[src/rtl/psec5_cnt_readout_rx_if.sv]
// Bus bundle between the counter readout receiver and its environment.
// master: the receiver (drives channel controls and decoded frame outputs).
// slave:  the SPI/readout controller plus the channel serializer.
interface psec5_cnt_readout_rx_if;
    logic       START;
    logic       ABORT;
    logic       CNT_SER;
    logic       INST_READOUT;
    logic       LOAD_CNT_SER;
    logic [2:0] SELECT_REG;
    logic       BUSY;
    logic       DATA_VALID;
    logic [9:0] CA;
    logic [9:0] CB;
    logic [9:0] CC;
    logic [9:0] CD;
    logic [9:0] CE;
    logic [2:0] TRIG_CNT;
    logic       RSVD_ERR;

    modport master (
        input  START, ABORT, CNT_SER,
        output INST_READOUT, LOAD_CNT_SER, SELECT_REG, BUSY, DATA_VALID,
        output CA, CB, CC, CD, CE, TRIG_CNT, RSVD_ERR
    );

    modport slave (
        output START, ABORT, CNT_SER,
        input  INST_READOUT, LOAD_CNT_SER, SELECT_REG, BUSY, DATA_VALID,
        input  CA, CB, CC, CD, CE, TRIG_CNT, RSVD_ERR
    );
endinterface

[src/rtl/psec5_cnt_readout_rx.sv]
// PSEC5 per-channel counter readout receiver: snapshots the channel, pulls its
// 7 bytes serially (LSB first) and presents the decoded counters with a strobe.
module psec5_cnt_readout_rx #(
    parameter int unsigned N_BYTES     = 7,
    parameter int unsigned BYTE_W      = 8,
    parameter int unsigned READOUT_GAP = 2
) (
    input logic                     SPI_CLK,
    input logic                     RSTB,
    psec5_cnt_readout_rx_if.master  bus
);

    localparam int unsigned FrameW   = N_BYTES * BYTE_W;
    localparam logic [2:0]  LastByte = 3'(N_BYTES - 1);
    localparam logic [7:0]  GapLast  = 8'(READOUT_GAP - 1);
    localparam logic [2:0]  SelIdle  = 3'd7;

    typedef enum logic [2:0] {StIdle, StRdo, StGap, StLoad, StShift} state_e;

    state_e              state_q, state_d;
    logic [7:0]          gap_cnt_q, gap_cnt_d;
    logic [3:0]          bit_cnt_q, bit_cnt_d;
    logic [2:0]          byte_q, byte_d;
    logic [BYTE_W-1:0]   sbuf_q, sbuf_d;
    logic [FrameW-1:0]   frame_q, frame_d;

    logic                inst_q, inst_d;
    logic                load_q, load_d;
    logic [2:0]          sel_q, sel_d;
    logic                busy_q, busy_d;
    logic                dv_q, dv_d;
    logic [9:0]          ca_q, ca_d, cb_q, cb_d, cc_q, cc_d, cd_q, cd_d, ce_q, ce_d;
    logic [2:0]          trig_q, trig_d;
    logic                rsvd_q, rsvd_d;

    // Next-state and registered-output logic; outputs are computed for the
    // state being entered so every port comes straight from a flop.
    always_comb begin
        state_d   = state_q;
        gap_cnt_d = gap_cnt_q;
        bit_cnt_d = bit_cnt_q;
        byte_d    = byte_q;
        sbuf_d    = sbuf_q;
        frame_d   = frame_q;
        inst_d    = 1'b0;
        load_d    = 1'b0;
        dv_d      = 1'b0;
        sel_d     = sel_q;
        busy_d    = busy_q;
        ca_d      = ca_q;
        cb_d      = cb_q;
        cc_d      = cc_q;
        cd_d      = cd_q;
        ce_d      = ce_q;
        trig_d    = trig_q;
        rsvd_d    = rsvd_q;

        if (bus.ABORT) begin
            state_d = StIdle;
            sel_d   = SelIdle;
            busy_d  = 1'b0;
        end else begin
            case (state_q)
                StIdle: begin
                    sel_d = SelIdle;
                    if (bus.START) begin
                        state_d = StRdo;
                        inst_d  = 1'b1;
                        busy_d  = 1'b1;
                        sbuf_d  = '0;
                        frame_d = '0;
                        byte_d  = '0;
                    end
                end
                StRdo: begin
                    state_d   = StGap;
                    gap_cnt_d = '0;
                end
                StGap: begin
                    if (gap_cnt_q == GapLast) begin
                        state_d = StLoad;
                        load_d  = 1'b1;
                        byte_d  = '0;
                        sel_d   = '0;
                    end else begin
                        gap_cnt_d = gap_cnt_q + 8'd1;
                    end
                end
                StLoad: begin
                    state_d   = StShift;
                    bit_cnt_d = '0;
                end
                StShift: begin
                    bit_cnt_d = bit_cnt_q + 4'd1;
                    // First shift cycle carries the serializer's load value; drop it.
                    if (bit_cnt_q != 4'd0) begin
                        sbuf_d = {bus.CNT_SER, sbuf_q[BYTE_W-1:1]};
                    end
                    if (bit_cnt_q == 4'd8) begin
                        frame_d[32'(byte_q) * BYTE_W +: BYTE_W] = sbuf_d;
                        if (byte_q == LastByte) begin
                            // Frame completion is folded into the last shift edge so
                            // the strobe lands in the single IDLE cycle that follows.
                            state_d = StIdle;
                            busy_d  = 1'b0;
                            sel_d   = SelIdle;
                            dv_d    = 1'b1;
                            ca_d    = frame_d[9:0];
                            cb_d    = frame_d[19:10];
                            cc_d    = frame_d[29:20];
                            cd_d    = frame_d[39:30];
                            ce_d    = frame_d[49:40];
                            trig_d  = frame_d[52:50];
                            rsvd_d  = |frame_d[55:53];
                        end else begin
                            state_d = StLoad;
                            byte_d  = byte_q + 3'd1;
                            sel_d   = byte_q + 3'd1;
                            load_d  = 1'b1;
                        end
                    end
                end
                default: begin
                    state_d = StIdle;
                    sel_d   = SelIdle;
                    busy_d  = 1'b0;
                end
            endcase
        end
    end

    // State and output registers with asynchronous active-low reset.
    always_ff @(posedge SPI_CLK or negedge RSTB) begin
        if (!RSTB) begin
            state_q   <= StIdle;
            gap_cnt_q <= '0;
            bit_cnt_q <= '0;
            byte_q    <= '0;
            sbuf_q    <= '0;
            frame_q   <= '0;
            inst_q    <= 1'b0;
            load_q    <= 1'b0;
            sel_q     <= SelIdle;
            busy_q    <= 1'b0;
            dv_q      <= 1'b0;
            ca_q      <= '0;
            cb_q      <= '0;
            cc_q      <= '0;
            cd_q      <= '0;
            ce_q      <= '0;
            trig_q    <= '0;
            rsvd_q    <= 1'b0;
        end else begin
            state_q   <= state_d;
            gap_cnt_q <= gap_cnt_d;
            bit_cnt_q <= bit_cnt_d;
            byte_q    <= byte_d;
            sbuf_q    <= sbuf_d;
            frame_q   <= frame_d;
            inst_q    <= inst_d;
            load_q    <= load_d;
            sel_q     <= sel_d;
            busy_q    <= busy_d;
            dv_q      <= dv_d;
            ca_q      <= ca_d;
            cb_q      <= cb_d;
            cc_q      <= cc_d;
            cd_q      <= cd_d;
            ce_q      <= ce_d;
            trig_q    <= trig_d;
            rsvd_q    <= rsvd_d;
        end
    end

    assign bus.INST_READOUT = inst_q;
    assign bus.LOAD_CNT_SER = load_q;
    assign bus.SELECT_REG   = sel_q;
    assign bus.BUSY         = busy_q;
    assign bus.DATA_VALID   = dv_q;
    assign bus.CA           = ca_q;
    assign bus.CB           = cb_q;
    assign bus.CC           = cc_q;
    assign bus.CD           = cd_q;
    assign bus.CE           = ce_q;
    assign bus.TRIG_CNT     = trig_q;
    assign bus.RSVD_ERR     = rsvd_q;

endmodule
[src/flat_wrapper.sv]
// flat-port wrapper written by rule: the top's interface ports become plain ports
module psec5_cnt_readout_rx_flat 
#(
    parameter int unsigned N_BYTES     = 7,
    parameter int unsigned BYTE_W      = 8,
    parameter int unsigned READOUT_GAP = 2
)
  (SPI_CLK, RSTB, bus_START, bus_ABORT, bus_CNT_SER, bus_INST_READOUT, bus_LOAD_CNT_SER, bus_SELECT_REG, bus_BUSY, bus_DATA_VALID, bus_CA, bus_CB, bus_CC, bus_CD, bus_CE, bus_TRIG_CNT, bus_RSVD_ERR);
  psec5_cnt_readout_rx_if bus_i ();
  input logic SPI_CLK;
  input logic RSTB;
  input wire logic [$bits(bus_i.START)-1:0] bus_START;
  input wire logic [$bits(bus_i.ABORT)-1:0] bus_ABORT;
  input wire logic [$bits(bus_i.CNT_SER)-1:0] bus_CNT_SER;
  output wire logic [$bits(bus_i.INST_READOUT)-1:0] bus_INST_READOUT;
  output wire logic [$bits(bus_i.LOAD_CNT_SER)-1:0] bus_LOAD_CNT_SER;
  output wire logic [$bits(bus_i.SELECT_REG)-1:0] bus_SELECT_REG;
  output wire logic [$bits(bus_i.BUSY)-1:0] bus_BUSY;
  output wire logic [$bits(bus_i.DATA_VALID)-1:0] bus_DATA_VALID;
  output wire logic [$bits(bus_i.CA)-1:0] bus_CA;
  output wire logic [$bits(bus_i.CB)-1:0] bus_CB;
  output wire logic [$bits(bus_i.CC)-1:0] bus_CC;
  output wire logic [$bits(bus_i.CD)-1:0] bus_CD;
  output wire logic [$bits(bus_i.CE)-1:0] bus_CE;
  output wire logic [$bits(bus_i.TRIG_CNT)-1:0] bus_TRIG_CNT;
  output wire logic [$bits(bus_i.RSVD_ERR)-1:0] bus_RSVD_ERR;
  assign bus_i.START = bus_START;
  assign bus_i.ABORT = bus_ABORT;
  assign bus_i.CNT_SER = bus_CNT_SER;
  assign bus_INST_READOUT = bus_i.INST_READOUT;
  assign bus_LOAD_CNT_SER = bus_i.LOAD_CNT_SER;
  assign bus_SELECT_REG = bus_i.SELECT_REG;
  assign bus_BUSY = bus_i.BUSY;
  assign bus_DATA_VALID = bus_i.DATA_VALID;
  assign bus_CA = bus_i.CA;
  assign bus_CB = bus_i.CB;
  assign bus_CC = bus_i.CC;
  assign bus_CD = bus_i.CD;
  assign bus_CE = bus_i.CE;
  assign bus_TRIG_CNT = bus_i.TRIG_CNT;
  assign bus_RSVD_ERR = bus_i.RSVD_ERR;
  psec5_cnt_readout_rx #(.N_BYTES(N_BYTES), .BYTE_W(BYTE_W), .READOUT_GAP(READOUT_GAP)) u_core (.SPI_CLK(SPI_CLK), .RSTB(RSTB), .bus(bus_i));
endmodule
[config.mk]
export PLATFORM = sky130hd
export DESIGN_NAME = psec5_cnt_readout_rx_flat
export DESIGN_NICKNAME = d
export VERILOG_FILES = /design/src/rtl/psec5_cnt_readout_rx_if.sv /design/src/rtl/psec5_cnt_readout_rx.sv /design/src/flat_wrapper.sv
export SDC_FILE = /design/constraint.sdc
export NUM_CORES = 1
export LEC_CHECK = 0
export CAP_MARGIN = 10
export CORE_ASPECT_RATIO = 1.4
export CORE_UTILIZATION = 25
export DETAILED_ROUTE_END_ITERATION = 7
export SLEW_MARGIN = 20
export SYNTH_ARGS = -nofsm -noshare
export SYNTH_HDL_FRONTEND = slang
export SYNTH_SLANG_ARGS = --single-unit
export TNS_END_PERCENT = 10
[constraint.sdc]
create_clock -name SPI_CLK -period 8.15 [get_ports SPI_CLK]
set_input_delay 1.63 -clock SPI_CLK [delete_from_list [all_inputs] [get_ports SPI_CLK]]
set_output_delay 1.63 -clock SPI_CLK [all_outputs]
set_load 0.03 [all_outputs]
==> summary.md <==
| Metric | Value |
|---|---|
| Status | finished clean |
| FMAX | 0.222 GHz |
| Proportion of synthesized area in mux cells | 5.77% |
| P&R area growth vs syn | 23.7% |
| Htree depth | 4 |
| Final min period | 4.50 ns |
| CP max FO | 87 |
| Combinational Power Share | 10.5% |
| Largest net degree at the start of global routing | 88 |
| CP endpoint kind | flop |
| Pwr/cell area | 212 nW/µm² |
| Clk_lat worst skew | 0.44 ns |
| Mean Syn Cell Area | 10.9 µm² |
| DR vias/cell | 4.89 |
| DR iter-0 viols | 325 |
| CTS Hold Buffers Added | 0 |
| Worst vdd ir | 0.000141 V |
| Synth warn | 0 |
| Die H | 195 µm |
| Synthesized instance count | 609 |
| Post-synth top area cell | dfrtp_1 |
| Row Count | 70 |
| Io pins | 66 |
| Netlist cell types | 65 |
| Switching power | 450 µW |
| Clock root buffer | clkbuf_16 |
| Max Cap Viol | 0 |
| Top cells by area, synth | dfrtp_1, o2bb2ai_1, nand2_1, mux2i_1, a2bb2oi_1 |
| Number of synthesized flops with an enable pin | 0 |
| Drt drc | 0 |
| Initial DRT Pass Iterations | 5 |
| Commonest non-fill, non-tap cell in the layout | dfrtp_1 |
| RSZ-0062 raised after global routing | no |
| Post-CTS Resized | 0 |
| WL/cell | 17.1 µm |
| Fillers | 2600 |
| Core outline area | 26200 µm² |
| Vias in the first global route | 4951 |
| Fin. Hold Viols | 0 |
| Sw frac | 25.8% |
| Buffers inserted by post-CTS timing repair | 0 |
| Most frequent cells in the layout | dfrtp_1, nand2_1, clkdlybuf4s50_1 |
| Setup_tns | 0 ns |
| Initial Util | 25.4% |
| Startpoint Class | primary input |
| Main combinational cell family by area after synthesis | compound AO/OA/AOI/OAI gates |
| Via count | 4875 |
| Leak | 3.36 nW |
| Int Power | 1.29 mW |
| # setup viols final | 0 |
| Synth Area in Compound Gates | 22.4% |
| Crit share post-route | 55.2% |
| CTS sink count | 143 |
| Mapped Area | 6660 µm² |
| Yosys top cell area share | 52.6% |
| Crit Path Class | in2reg |
| CP Data Required Time | 8.47 ns |
| Die W | 140 µm |
| TritonCTS clock tree | done |
| TritonCTS buffer count | 17 |
| Main flop type after synthesis | dfrtp_1 |
| Power, Total | 1.74 mW |
| Clock network fraction of total power | 46.4% |
| Post-Synth XOR/XNOR Area | 0.789% |
| Ys async rst share | 100% |
| WL final | 17000 µm |
| Slew HR | 44.2% |
| GR Overflow Total | 0 |
| Port Buf Inserts | 65 |
| Die area | 27300 µm² |
| Clk_skew | 0.0106 ns |
| Share of cells above drive strength 1 | 12.3% |
| Max-slew violations | 0 |
| HP Class | reg2reg |
| Diode count | 0 |
| Area share of fa/ha/maj cells after synthesis | 1.69% |
| Worst-margin pin slew | 0.837 ns |
| Sequential area share after synthesis | 53.8% |
| Clock Path Buffers | 2 |
| Post-route ant nets | 0 |
| Clk pin slew, worst setup/hold paths | 0.06 ns |
| WP data arrival | 4.82 ns |
| Sequential fraction of design power | 43.1% |
| Routability cong. | 0.760 |
| Net total in the final layout | 674 |
| Syn Nets | 623 |
| Wire length of the first global-routing pass | 27900 µm |
| #FFs+latches synth | 143 |
| GRT Resource Usage Total | 13.2% |
| Initial antenna violation count | 0 |
| Post-synthesis simple-gate area fraction | 11.6% |
| Post-DP HPWL | 11500 µm |
[cell type report]
type	count	area, µm²	area share [%]
Tap cell	324	405	4.92
Sequential cell	143	3580	43.5
Clock buffer	19	453	5.50
Clock inverter	13	161	1.96
Timing Repair Buffer	79	761	9.24
Inverter	12	45.0	0.547
Multi-Input combinational cell	407	2830	34.3
[logic make-up (layout without fill, tap and decap cells)]
family                   Yosys count  in the layout
buffers and inverters             59            123
adder cells (fa/ha/maj)            9              9
flip-flops                       143            143
AND/OR/NAND/NOR                  158            158
multiplexers                      37             37
XOR/XNOR                           6              6
AO/OA/AOI/OAI                    197            197
[cell usage after synthesis, types with 4 or more instances]
| cell type | number |
|---|---|
| a21oi_1 | 12 |
| a221oi_1 | 6 |
| a2bb2oi_1 | 24 |
| and2_1 | 4 |
| buf_1 | 4 |
| buf_2 | 15 |
| clkbuf_1 | 24 |
| dfrtp_1 | 140 |
| ha_1 | 9 |
| inv_1 | 10 |
| mux2_2 | 11 |
| mux2i_1 | 26 |
| nand2_1 | 78 |
| nand3_1 | 10 |
| nor2_1 | 26 |
| nor3b_1 | 5 |
| o211ai_1 | 4 |
| o21a_1 | 9 |
| o21ai_0 | 36 |
| o21ai_1 | 13 |
| o2bb2ai_1 | 54 |
| o311ai_0 | 7 |
| o31ai_1 | 4 |
| or3_1 | 5 |
| xnor2_1 | 6 |
[stage by stage]
step           area, µm²  cells  setup WS [ns]  util [%]  hold slack, ns
2_1_floorplan       6660    609           4.93         -           0.455
3_3_place_gp        7610    965           3.24      29.1           0.465
3_5_place_dp        7620    965           3.18      29.1           0.469
4_1_cts             8230    997           3.64      31.4           0.482
5_1_grt             8240    997           3.40      31.4           0.501
6_report            8240    997           3.65      31.4           0.476
[power groups by stage]
| stage | Clock [mW] | Sequential (mW) | Combinational [mW] |
|---|---|---|---|
| floorplan | 0 | 0.760 | 0.130 |
| global placement | 0 | 0.764 | 0.183 |
| detailed placement | 0 | 0.764 | 0.184 |
| CTS | 0.826 | 0.752 | 0.185 |
| global route | 0.853 | 0.755 | 0.204 |
| finish | 0.809 | 0.752 | 0.183 |
[flip-flops by register name, summed over array words and instances, names as in the netlist, 3 cells and up]
register	cells
u_core.frame_q	56
u_core.bus.CA	10
u_core.bus.CB	10
u_core.bus.CC	10
u_core.bus.CD	10
u_core.bus.CE	10
u_core.gap_cnt_q	8
u_core.sbuf_q	8
u_core.bit_cnt_q	4
u_core.bus.SELECT_REG	3
u_core.bus.TRIG_CNT	3
u_core.byte_q	3
u_core.state_q	3
[worst max-delay path: stages]
cell and delay, ns:
clkdlybuf4s50_1 0.72, or4b_1 0.78, or3_2 0.53, buf_4 0.37
inv_2 0.39, o311ai_0 0.22, o21a_1 0.15
[path summary, 6_finish.rpt]
path	startpoint	to	slack [ns]	cells after the start
worst max-delay path	bus_ABORT	u_core.bus.CB[9]	3.65	7
worst min-delay path	u_core.bus.CE[1]	u_core.bus.CE[1]	0.48	2
worst max register to register	u_core.state_q[2]	u_core.bus.CB[9]	4.79	6
worst min register to register	u_core.bus.CE[1]	u_core.bus.CE[1]	0.48	2
max in group asynchronous	RSTB	u_core.frame_q[10]	5.81	2
min in group asynchronous	RSTB	u_core.bus.CD[3]	1.20	1
[layer usage]
metal / up-vias / track usage, % / share of wire (%)
met2: 104 / 22.0 / 50
met4: 0 / 4.84 / 1.5
li1: 2349 / - / -
met3: 18 / 2.77 / 3.8
met1: 2404 / 16.8 / 45
met5: - / 0 / 0
(Power assumes the default switching activity.)
==> patch 1: new RTL, same flow settings <==
Make the reset (`RSTB`) synchronous in one clocked block. Comments in the files are not updated.
--- a/src/rtl/psec5_cnt_readout_rx.sv
+++ b/src/rtl/psec5_cnt_readout_rx.sv
@@ -130,7 +130,7 @@
     end
 
     // State and output registers with asynchronous active-low reset.
-    always_ff @(posedge SPI_CLK or negedge RSTB) begin
+    always_ff @(posedge SPI_CLK) begin
         if (!RSTB) begin
             state_q   <= StIdle;
             gap_cnt_q <= '0;
Check against the original RTL: differs if RSTB is asserted again (counterexample within 4 cycles, from zero or initial values and one cycle with RSTB low); with RSTB held inactive, the same outputs for 10 cycles.
==> patch 1 against the unedited design <==
First-iteration DRC count down 2.5%; core utilization is 0.86 points higher; critical endpoint is now u_core.frame_q[24]; global-route usage is 0.15 points higher; setup slack gained 0.78 ns; final area shrank 11%; area after synthesis fell by 12%; sequential cell count unchanged; via count grew 0.16%; wire length decreased by 7.5%; sequential share of layout area is 4.6 points lower.
Power is not compared: it rests on default switching activity, and its combinational part moved more than twofold at a synthesized area within 25%.
==> patch 1: results (changes against the unedited design) <==
status=completed; Largest stage delay, worst path=0.70 ns (-0.08 ns); Post-DP Area=6765 um^2 (-11%); Final GP Congestion=0.7913 (+4.2%); r2r endpoint=u_core.bus.CA[8]; DP Cell Count=995 (+3.1%); largest net degree at the start of global routing=46 (-48%); met1 usage=0.1585 (-0.009840); layout cells sized above 1=0.09366 (-0.02966); vias in the first global route=4,752 (-4.0%); clk_lat worst skew=0.43 ns; first-pass GRT wire length=25,290 um (-9.4%); Top delay family on crit path=simple AND/OR/NAND/NOR gates; Slowest-stage cell, CP=clkdlybuf4s50_1; WHS=0.4484 ns (-0.02730 ns); fin cells=1,027 (+3.0%); Seq/Total Area, Yosys=0.4890 (-0.04896); Place WS=4.028 ns (+0.8451 ns); Synth Area in Adders=0.01710 (+0.0001867); syn_nets=674 (+8.2%); R2R Path Start=u_core.state_q[2]; DP HPWL=10,460 um (-9.1%); met1 WL=7140 um (-6.2%); initial antenna violation count=0 (unchanged); Tot Pwr=around 1.5 mW; post-synthesis compound-gate area fraction=0.2295 (+0.005184); # diodes=0 (unchanged); met2 WL=7906 um (-7.1%); initial DRC count=317 (-2.5%); Worst-Margin Slew=1.046 ns (+0.2092 ns); worst hold endpoint=u_core.frame_q[49]; Ys Warns=0 (unchanged); Met3 Wirelength=478 um (-26%); hold path start=u_core.frame_q[49]; Avg WL per Cell=15.34 um (-10%); R2R Setup Slk=5.34 ns (+0.55 ns); Synth cell types=56 (-14%); GRT met3 Usage=0.02460 (-0.003110); final antenna-violating net count=0 (unchanged); crit path max fanout=14 (-84%); Buf/Inv on CP=1 (-2); Post-synth top cells=143 x dfxtp_1, 84 x nand2_1, 71 x nor2_1; setup bufs post-CTS=0 (unchanged); Setup Skew=0.01569 ns (+0.005075 ns); Top FF cell, synth=dfxtp_1; Via-to-Cell Ratio=4.755 (-2.8%); xor/xnor cell area share of the yosys netlist=0.01346 (+0.005573); Syn Inst Count=661 (+8.5%); Final nets=726 (+7.7%); Synth area leaders=dfxtp_1 49%, o2bb2ai_1 6.4%, nand2_1 5.4%; asr flop ratio synth=0 (-1.000); total track usage=0.1339 (+0.001532); mux contribution to synthesized area=0.02052 (-0.03717); met2 global-route usage=0.2406 (+0.02045); crit path DAT=4.06 ns (-0.76 ns); period utilization=0.4559 (-0.09631)
-- patch 1: cell count changes after synthesis, sizes merged, moves of 12 or more --
cell,unedited run,this run
a21oi,12,62
a2bb2oi,24,1
dfrtp,140,0
dfxtp,0,143
mux2i,26,12
nand2,80,92
nor2,26,72
o22ai,3,31
-- patch 1: cell type report --
cell class	instances	area [um^2]
inverters	11	41.29
flip-flops and latches	143	2863
well taps	301	376.6
clock inverters	14	157.7
clock buffers	18	429.2
repair buffers	75	720.7
fillers	2415	15410
multi-input cells	465	2769
-- patch 1: worst max-delay path by stage --
stage               cells after the start       from                  to
finish                                  5  bus_ABORT  u_core.frame_q[24]
floorplan                               5       RSTB  u_core.frame_q[20]
global placement                        5       RSTB    u_core.bus.CB[0]
detailed placement                      5  bus_ABORT  u_core.frame_q[27]
global route                            5  bus_ABORT  u_core.frame_q[27]
CTS                                     5       RSTB    u_core.bus.CA[8]
-- patch 1: tightest hold or removal path: stages, from the launching register on --
cell and delay, ns:
dfxtp_1 0.31, nand2_1 0.05, o21ai_1 0.05
==> patch 2: new RTL, same flow settings <==
Without the edit above. `BYTE_W` is set to 8 in 2 places; all go to 10.
--- a/src/rtl/psec5_cnt_readout_rx.sv
+++ b/src/rtl/psec5_cnt_readout_rx.sv
@@ -2,7 +2,7 @@
 // 7 bytes serially (LSB first) and presents the decoded counters with a strobe.
 module psec5_cnt_readout_rx #(
     parameter int unsigned N_BYTES     = 7,
-    parameter int unsigned BYTE_W      = 8,
+    parameter int unsigned BYTE_W      = 10,
     parameter int unsigned READOUT_GAP = 2
 ) (
     input logic                     SPI_CLK,
--- a/src/flat_wrapper.sv
+++ b/src/flat_wrapper.sv
@@ -2,7 +2,7 @@
 module psec5_cnt_readout_rx_flat 
 #(
     parameter int unsigned N_BYTES     = 7,
-    parameter int unsigned BYTE_W      = 8,
+    parameter int unsigned BYTE_W      = 10,
     parameter int unsigned READOUT_GAP = 2
 )
   (SPI_CLK, RSTB, bus_START, bus_ABORT, bus_CNT_SER, bus_INST_READOUT, bus_LOAD_CNT_SER, bus_SELECT_REG, bus_BUSY, bus_DATA_VALID, bus_CA, bus_CB, bus_CC, bus_CD, bus_CE, bus_TRIG_CNT, bus_RSVD_ERR);
Function: same outputs for any inputs over 10 cycles, from zero or initial values and one cycle with RSTB low; that may be too few to reach the edited logic, so the function may still have changed.
==> patch 2 against the unedited design <==
Clock power up 7.7%; sequential cell count up 2; clock skew up 0.0018 ns; maximum frequency down 1.0%; wire length up 54%; setup slack worse by 0.047 ns; area after synthesis up 25%; final area up 22%; non-clock buffer count down 5; first-iteration DRC count up 87%; power up 13%; critical path type is now reg -> reg; highest routed layer unchanged.
==> patch 2: results (changes against the unedited design) <==
Avg WL per Cell=18.59 um (+8.9%); largest net degree at the start of global routing=83 (-5.7%); Final GP Congestion=0.9534 (+25%); met1 WL=10,220 um (+34%); worst hold endpoint=u_core.frame_q[2]; vias in the first global route=7,136 (+44%); Seq/Total Area, Yosys=0.4374 (-0.1006); R2R Setup Slk=3.60 ns (-1.19 ns); total track usage=0.1578 (+0.02552); Num Clock Sinks=145 (+1.4%); Met3 Wirelength=1251 um (+95%); Pleak=3.963 nW (+18%); crit path max fanout=32 (-63%); DP HPWL=18,850 um (+64%); hold path start=u_core.frame_q[2]; Synth cell types=73 (+12%); I/O Buffers=65 (unchanged); EDFF count, synth=0 (unchanged); hold depth=2 (unchanged); Final nets=974 (+45%); Post-DP Area=9369 um^2 (+23%); Synth Area per Inst=9.076 um^2 (-17%); Max VDD drop=109.5 uV (-22%); syn_nets=934 (+50%); layout cells sized above 1=0.08678 (-0.03655); # diodes=0 (unchanged); first-pass GRT wire length=40,850 um (+46%); Setup Skew=0.01244 ns (+0.001827 ns); Largest stage delay, worst path=1.06 ns (+0.28 ns); asr flop ratio synth=1.000 (unchanged); Post-synth top cells=142 x dfrtp_1, 136 x nand2_1, 115 x o21ai_0; Slowest-stage cell, CP=ha_1; Max-slew headroom=0.3254 (-0.1165); met2 WL=13,100 um (+54%); R2R cell count=9 (+3); crit path DAT=4.86 ns (+0.04 ns); r2r endpoint=u_core.bus.CE[9]; via count=7,349 (+51%); clk_lat worst skew=0.44 ns (about the same); DP Cell Count=1,376 (+43%); Via-to-Cell Ratio=5.219 (+6.7%); Synth area leaders=dfrtp_1 43%, o21ai_0 6.9%, nand2_1 6.1%; Setup crit start=u_core.byte_q[0]; status=completed; initial DRC count=607 (+87%)
[patch 2: metrics by stage]
| stage | hold WS [ns] | setup WS (ns) |
|---|---|---|
| 2_1_floorplan | 0.4447 | 4.569 |
| 3_3_place_gp | 0.4615 | 3.399 |
| 3_5_place_dp | 0.4663 | 3.289 |
| 4_1_cts | 0.4796 | 3.665 |
| 5_1_grt | 0.5003 | 3.286 |
| 6_report | 0.4766 | 3.603 |
[patch 2: layer usage]
layer	vias to the layer above	GRT usage
li1	3427	-
met1	3607	0.1790
met2	239	0.2670
met3	76	0.03100
met4	0	0.1062
met5	-	0
[patch 2: final cells by class]
cell class              count  area [um^2]
clock buffers              24        511.7
repair buffers             74        719.4
well taps                 440        550.5
flip-flops and latches    145         3632
fillers                  3449        22560
multi-input cells         699         4407
inverters                  18        67.56
clock inverters             8        147.6
[patch 2: report_power, final]
group / internal (mW) / switching (mW) / total [mW]
clock network: 0.561 / 0.310 / 0.871
logic: 0.124 / 0.219 / 0.342
registers: 0.737 / 0.0246 / 0.761
[patch 2: critical path: cells and delay by family, from the launching register on]
family	cells	cell delay, ns
buffers and inverters	3	1.65
adder cells (fa/ha/maj)	1	1.06
multiplexers	2	0.86
flip-flops	1	0.34
AO/OA/AOI/OAI	1	0.25
AND/OR/NAND/NOR	2	0.23
[patch 2: kinds of logic (layout without fill, tap and decap cells)]
| group | count (synthesis) | count (layout) | synth area share |
|---|---|---|---|
| and+or+nand+nor | 321 | 321 | 0.1790 |
| AOI/OAI and AO/OA | 286 | 286 | 0.2221 |
| xor gates and xnor gates | 12 | 12 | 0.01266 |
| DFF | 145 | 145 | 0.4374 |
| muxes | 66 | 66 | 0.09116 |
| adders and majority gates | 14 | 14 | 0.02109 |
| buffers and inverters | 71 | 124 | 0.03661 |
